--- src/rtl/btn_led_ctrl.sv ---
// Button press classifier (short/long) driving a blinking LED.
// Short press steps blink speed; long press toggles blink enable.
module btn_led_ctrl #(
    parameter int LONG_CYC  = 50_000_000,
    parameter int BASE_HALF = 25_000_000
) (
    input  logic       clk,
    input  logic       rst_n,
    input  logic       btn_db,
    output logic       led,
    output logic       led_en,
    output logic [1:0] speed,
    output logic       short_evt,
    output logic       long_evt
);

    localparam int PW = $clog2(LONG_CYC + 1);
    localparam int BW = $clog2(BASE_HALF + 1);
    localparam logic [PW-1:0] LONG = PW'(LONG_CYC);
    localparam logic [BW-1:0] BASE = BW'(BASE_HALF);

    typedef enum logic [1:0] {
        IDLE,
        PRESSED,
        HELD
    } state_t;

    state_t        state, state_nxt;
    logic [PW-1:0] press_cnt, press_nxt;
    logic [BW-1:0] blink_cnt, half;
    logic          btn_prev;
    logic          led_en_nxt, short_nxt, long_nxt;
    logic [1:0]    speed_nxt;
    logic          spd_chg;

    always_comb begin
        state_nxt  = state;
        press_nxt  = press_cnt;
        led_en_nxt = led_en;
        speed_nxt  = speed;
        short_nxt  = 1'b0;
        long_nxt   = 1'b0;
        spd_chg    = 1'b0;
        unique case (state)
            IDLE: begin
                if (btn_db && !btn_prev) begin
                    state_nxt = PRESSED;
                    press_nxt = PW'(1);
                end
            end
            PRESSED: begin
                if (!btn_db) begin
                    short_nxt = 1'b1;
                    speed_nxt = speed + 2'd1;
                    spd_chg   = 1'b1;
                    state_nxt = IDLE;
                end else if (press_cnt == LONG) begin
                    long_nxt   = 1'b1;
                    led_en_nxt = !led_en;
                    state_nxt  = HELD;
                end else begin
                    press_nxt = press_cnt + PW'(1);
                end
            end
            HELD: begin
                if (!btn_db) state_nxt = IDLE;
            end
            default: state_nxt = IDLE;
        endcase
    end

    // Half-period follows the speed in force during this cycle.
    assign half = BASE >> speed;

    always_ff @(posedge clk) begin
        if (!rst_n) begin
            state     <= IDLE;
            press_cnt <= '0;
            btn_prev  <= 1'b1;
            led_en    <= 1'b1;
            speed     <= 2'd0;
            short_evt <= 1'b0;
            long_evt  <= 1'b0;
        end else begin
            state     <= state_nxt;
            press_cnt <= press_nxt;
            btn_prev  <= btn_db;
            led_en    <= led_en_nxt;
            speed     <= speed_nxt;
            short_evt <= short_nxt;
            long_evt  <= long_nxt;
        end
    end

    always_ff @(posedge clk) begin
        if (!rst_n) begin
            led       <= 1'b0;
            blink_cnt <= '0;
        end else if (!led_en_nxt) begin
            led       <= 1'b0;
            blink_cnt <= '0;
        end else if (!led_en) begin
            led       <= 1'b1;
            blink_cnt <= '0;
        end else if (spd_chg) begin
            blink_cnt <= '0;
        end else if (blink_cnt == half - BW'(1)) begin
            led       <= !led;
            blink_cnt <= '0;
        end else begin
            blink_cnt <= blink_cnt + BW'(1);
        end
    end

endmodule

--- config.mk ---
export PLATFORM = sky130hd
export DESIGN_NAME = btn_led_ctrl
export DESIGN_NICKNAME = d
export VERILOG_FILES = /design/src/rtl/btn_led_ctrl.sv
export SDC_FILE = /design/constraint.sdc
export NUM_CORES = 1
export LEC_CHECK = 0
export ABC_AREA = 1
export CORE_MARGIN = 5
export CORE_UTILIZATION = 50
export CTS_BUF_LIST = sky130_fd_sc_hd__clkbuf_8
export DETAILED_ROUTE_END_ITERATION = 7
export GPL_TIMING_DRIVEN = 0
export PLACE_DENSITY = 0.67
export SKIP_CTS_REPAIR_TIMING = 1
export SLEW_MARGIN = 20
export SYNTH_ARGS = -nofsm -noshare
export SYNTH_HDL_FRONTEND = slang
export SYNTH_SLANG_ARGS = --single-unit
--- constraint.sdc ---
create_clock -name clk -period 2.6 [get_ports clk]
set_input_delay 0.52 -clock clk [delete_from_list [all_inputs] [get_ports clk]]
set_output_delay 0.52 -clock clk [all_outputs]
set_load 0.02 [all_outputs]
==> results of run 1 <==
layout make-up:
class                      count  area, um^2  share of cell area
inverter                      80         300              0.0706
clock inverter                 5        53.8              0.0127
multi-input combinational    447        2260               0.531
timing repair buffer           8        80.1              0.0188
clock buffer                  10         138              0.0324
buffer                        11        91.3              0.0215
tap                          102         128              0.0300
sequential                    60        1200               0.283
cells by family (layout without fill, tap and decap cells):
| group | Yosys count | count (layout) | share of synthesized area |
|---|---|---|---|
| compound gates | 45 | 45 | 0.0679 |
| xor+xnor | 26 | 26 | 0.0591 |
| fa+ha+maj | 11 | 11 | 0.0357 |
| buf+inv | 91 | 114 | 0.102 |
| flops | 60 | 60 | 0.312 |
| simple gates | 365 | 365 | 0.424 |
registers in the layout (all words and copies together), names as in the netlist:
register / flops
press_cnt: 26
blink_cnt: 25
speed: 2
state: 2
btn_prev: 1
led: 1
led_en: 1
long_evt: 1
short_evt: 1
layout by cell type, fill, tap and decap left out, types with 2 or more instances in the layout:
master	n
dfxtp_1	58
nor3_2	3
a21oi_2	6
clkinvlp_4	2
xor2_1	23
nor3b_1	2
xnor2_1	3
nor2_2	6
clkbuf_8	10
nand2_1	162
ha_1	11
buf_6	6
nor3_1	15
o21ai_0	14
dfxtp_2	2
nor2_4	4
nand3_2	2
nand4_1	21
nand3b_1	2
clkdlybuf4s50_1	8
inv_2	6
nand3_1	40
inv_1	75
nor2_1	95
nand2_2	7
a21oi_1	22
clkbuf_1	2
metrics by stage:
step / std cells / hold WS [ns] / setup slack, ns
global route: 723 / 0.474 / 0.0653
finish: 723 / 0.456 / 0.301
floorplan: 598 / 0.417 / 0.554
CTS: 723 / 0.463 / 0.127
detailed placement: 708 / 0.450 / 0.161
global placement: 708 / 0.430 / 0.176
routing by layer:
metal	routed length, um	up-vias	GRT usage
met5	0	-	0
met4	327	0	0.112
met3	429	28	0.0293
met2	4950	99	0.375
met1	4280	1719	0.252
li1	-	1923	-
power groups by stage:
stage | sequential (mW) | combinational [mW] | clock [mW]
floorplan | 0.959 | 0.0755 | 0
global placement | 0.956 | 0.115 | 0
detailed placement | 0.957 | 0.116 | 0
CTS | 0.936 | 0.117 | 0.861
global route | 0.937 | 0.129 | 0.900
finish | 0.936 | 0.115 | 0.841
worst register-to-register path, stage by stage (launching register included):
cell and delay [ns]:
dfxtp_2 0.43, inv_1 0.19, ha_1 0.27, inv_1 0.10
nand2_1 0.08, nand2_1 0.06, o21ai_0 0.07, nor2_1 0.10
nand2_1 0.07, nor2_1 0.23, nand2_1 0.11, nand4_2 0.22
buf_6 0.19, nor2_1 0.05
worst max-delay path by stage:
stage | start | depth (start not counted) | endpoint
after global routing | speed[1]$_SDFFE_PN0P_ | 13 | blink_cnt[9]$_SDFF_PP0_
after detailed placement | speed[0]$_SDFFE_PN0P_ | 13 | blink_cnt[2]$_SDFF_PP0_
after floorplan | speed[0]$_SDFFE_PN0P_ | 13 | blink_cnt[23]$_SDFF_PP0_
final | speed[1]$_SDFFE_PN0P_ | 13 | blink_cnt[4]$_SDFF_PP0_
after CTS | speed[0]$_SDFFE_PN0P_ | 13 | blink_cnt[0]$_SDFF_PP0_
after global placement | speed[1]$_SDFFE_PN0P_ | 11 | blink_cnt[23]$_SDFF_PP0_
==> results.sh, run 1 <==
export IMPL_nFillCells=774
export IMPL_clock_sinks=60
export IMPL_yosys_warnings=0
export IMPL_hold_depth=1
export IMPL_critPathSlowestCell="dfxtp_2"
export IMPL_dpl_instance_area_um2=4060
export IMPL_synth_top_cell_area_share=0.312
export IMPL_crit_top_cell="nand2_1"
export IMPL_start_util=0.506
export IMPL_grt_max_degree=11
export IMPL_die_w_um=97.8
export IMPL_drt_pass1_iterations=5
export IMPL_antenna_found_initial=0
export IMPL_worst_r2r_path_depth=13
export IMPL_ys_ff_latch=60
export IMPL_cts_tree="yes"
export IMPL_numCtsBuffers=9
export IMPL_power_mw=1.89
export IMPL_p_sw_frac=0.247
export IMPL_track_usage=0.213
export IMPL_crit_buf_inv=3
export IMPL_viasPerCell=5.21
export IMPL_postSynthAreaPerCell_um2=6.44
export IMPL_worstHoldPathType="flop to flop"
export IMPL_min_from="blink_cnt[0]$_SDFF_PP0_"
export IMPL_cp_end_kind="flop"
export IMPL_cap_violations=0
export IMPL_power_switching_mw=0.468
export IMPL_min_to="blink_cnt[0]$_SDFF_PP0_"
export IMPL_yosysMostFrequentCell="nand2_1"
export IMPL_p_int_mw=1.42
export IMPL_slew_violations=0
export IMPL_min_period_ns=2.30
export IMPL_seq_area_frac_synth=0.312
export IMPL_synthTopCellsByArea="dfxtp_1 (31%), nand2_1 (16%), nor2_1 (9.3%), inv_1 (7.2%), xor2_1 (5.2%)"
export IMPL_final_antenna_net_count=0
export IMPL_crit_fanout=10
export IMPL_grt_overflow=0
export IMPL_crit_chain="inv_1 -> ha_1 -> inv_1 -> nand2_1 -> nand2_1 -> o21ai_0 -> nor2_1 -> nand2_1 -> nor2_1 -> nand2_1 -> nand4_2 -> buf_6 -> nor2_1"
export IMPL_slew_headroom=0.547
export IMPL_drive_gt1_frac=0.0998
export IMPL_wl_um=9980
export IMPL_pwr_share_clk=0.445
export IMPL_fin_nets=631
export IMPL_drt_iter0_drc=175
export IMPL_coreArea_um2=7610
export IMPL_n_antenna_cell=0
export IMPL_finalWeightedCongestion=0.967
export IMPL_yosysUniqueCellTypes=35
export IMPL_power_density_nw_per_um2=445
export IMPL_rows=32
export IMPL_setup_viol=0
export IMPL_cts_buffer_depth=2
export IMPL_worst_pin_slew_ns=0.680
export IMPL_syn_area_um2=3850
export IMPL_syn2layout_area_growth_pct=10.4
export IMPL_ctsRootBufferMaster="clkbuf_8"
export IMPL_skew_ns=0.0119
export IMPL_rr_endpoint="blink_cnt[4]$_SDFF_PP0_"
export IMPL_cp_required_ns=2.84
export IMPL_grt_pass1_wl_um=16600
export IMPL_synth_commonest_cells="nand2_1 (162), nor2_1 (95), inv_1 (74)"
export IMPL_clk_pin_slew_ns=0.08
export IMPL_vias=3769
export IMPL_hold_viol_final=0
export IMPL_syn_inst=598
export IMPL_outcome="completed"
export IMPL_synthFlopType="dfxtp_1"
export IMPL_first_global_vias=3574
export IMPL_synth_top_area_cell="dfxtp_1"
export IMPL_synth_edf_count=0
export IMPL_leakage_nw=1.59
export IMPL_critical_path_top_delay_family="simple AND/OR/NAND/NOR gates"
export IMPL_dieHeight_um=97.8
export IMPL_worstSetupPathType="flop to flop"
export IMPL_r2r_start="speed[1]$_SDFFE_PN0P_"
export IMPL_arrival_ns=2.54
export IMPL_tns_ns=0
export IMPL_fmax_ghz=0.435
export IMPL_wl_per_cell_um=13.8
export IMPL_synthArstFlopShare=0
export IMPL_timing_reg2reg_setup_slack_ns=0.30
export IMPL_numPortBuffers=8
export IMPL_clk_latency_ns=0.35
export IMPL_rsz0062_at_grt="no"
export IMPL_critPathMaxStageDelay_ns=0.43
export IMPL_hpwl_um=7710
export IMPL_final_cell_area_um2=4250
export IMPL_drc=0
export IMPL_postLayoutCoreUtil=0.559
export IMPL_htree_num_levels=3
export IMPL_pwr_share_seq=0.495
export IMPL_power_frac_comb=0.061
export IMPL_ios=9
export IMPL_cp_start_kind="flop"
export IMPL_fin_crit_sh=0.884
export IMPL_die_area_um2=9560
export IMPL_synth_nets=612
export IMPL_vdd_ir_drop_max_v=0.000230
No activity file was read; power rests on OpenSTA's default activity.
==> run 2: changes to the inputs <==
--- a/config.mk
+++ b/config.mk
@@ -13,7 +13,6 @@
 export GPL_TIMING_DRIVEN = 0
 export PLACE_DENSITY = 0.67
 export SKIP_CTS_REPAIR_TIMING = 1
-export SLEW_MARGIN = 20
 export SYNTH_ARGS = -nofsm -noshare
 export SYNTH_HDL_FRONTEND = slang
 export SYNTH_SLANG_ARGS = --single-unit
==> results of run 2 <==
Final layout, timing and power as in run 1 (identical DEF).
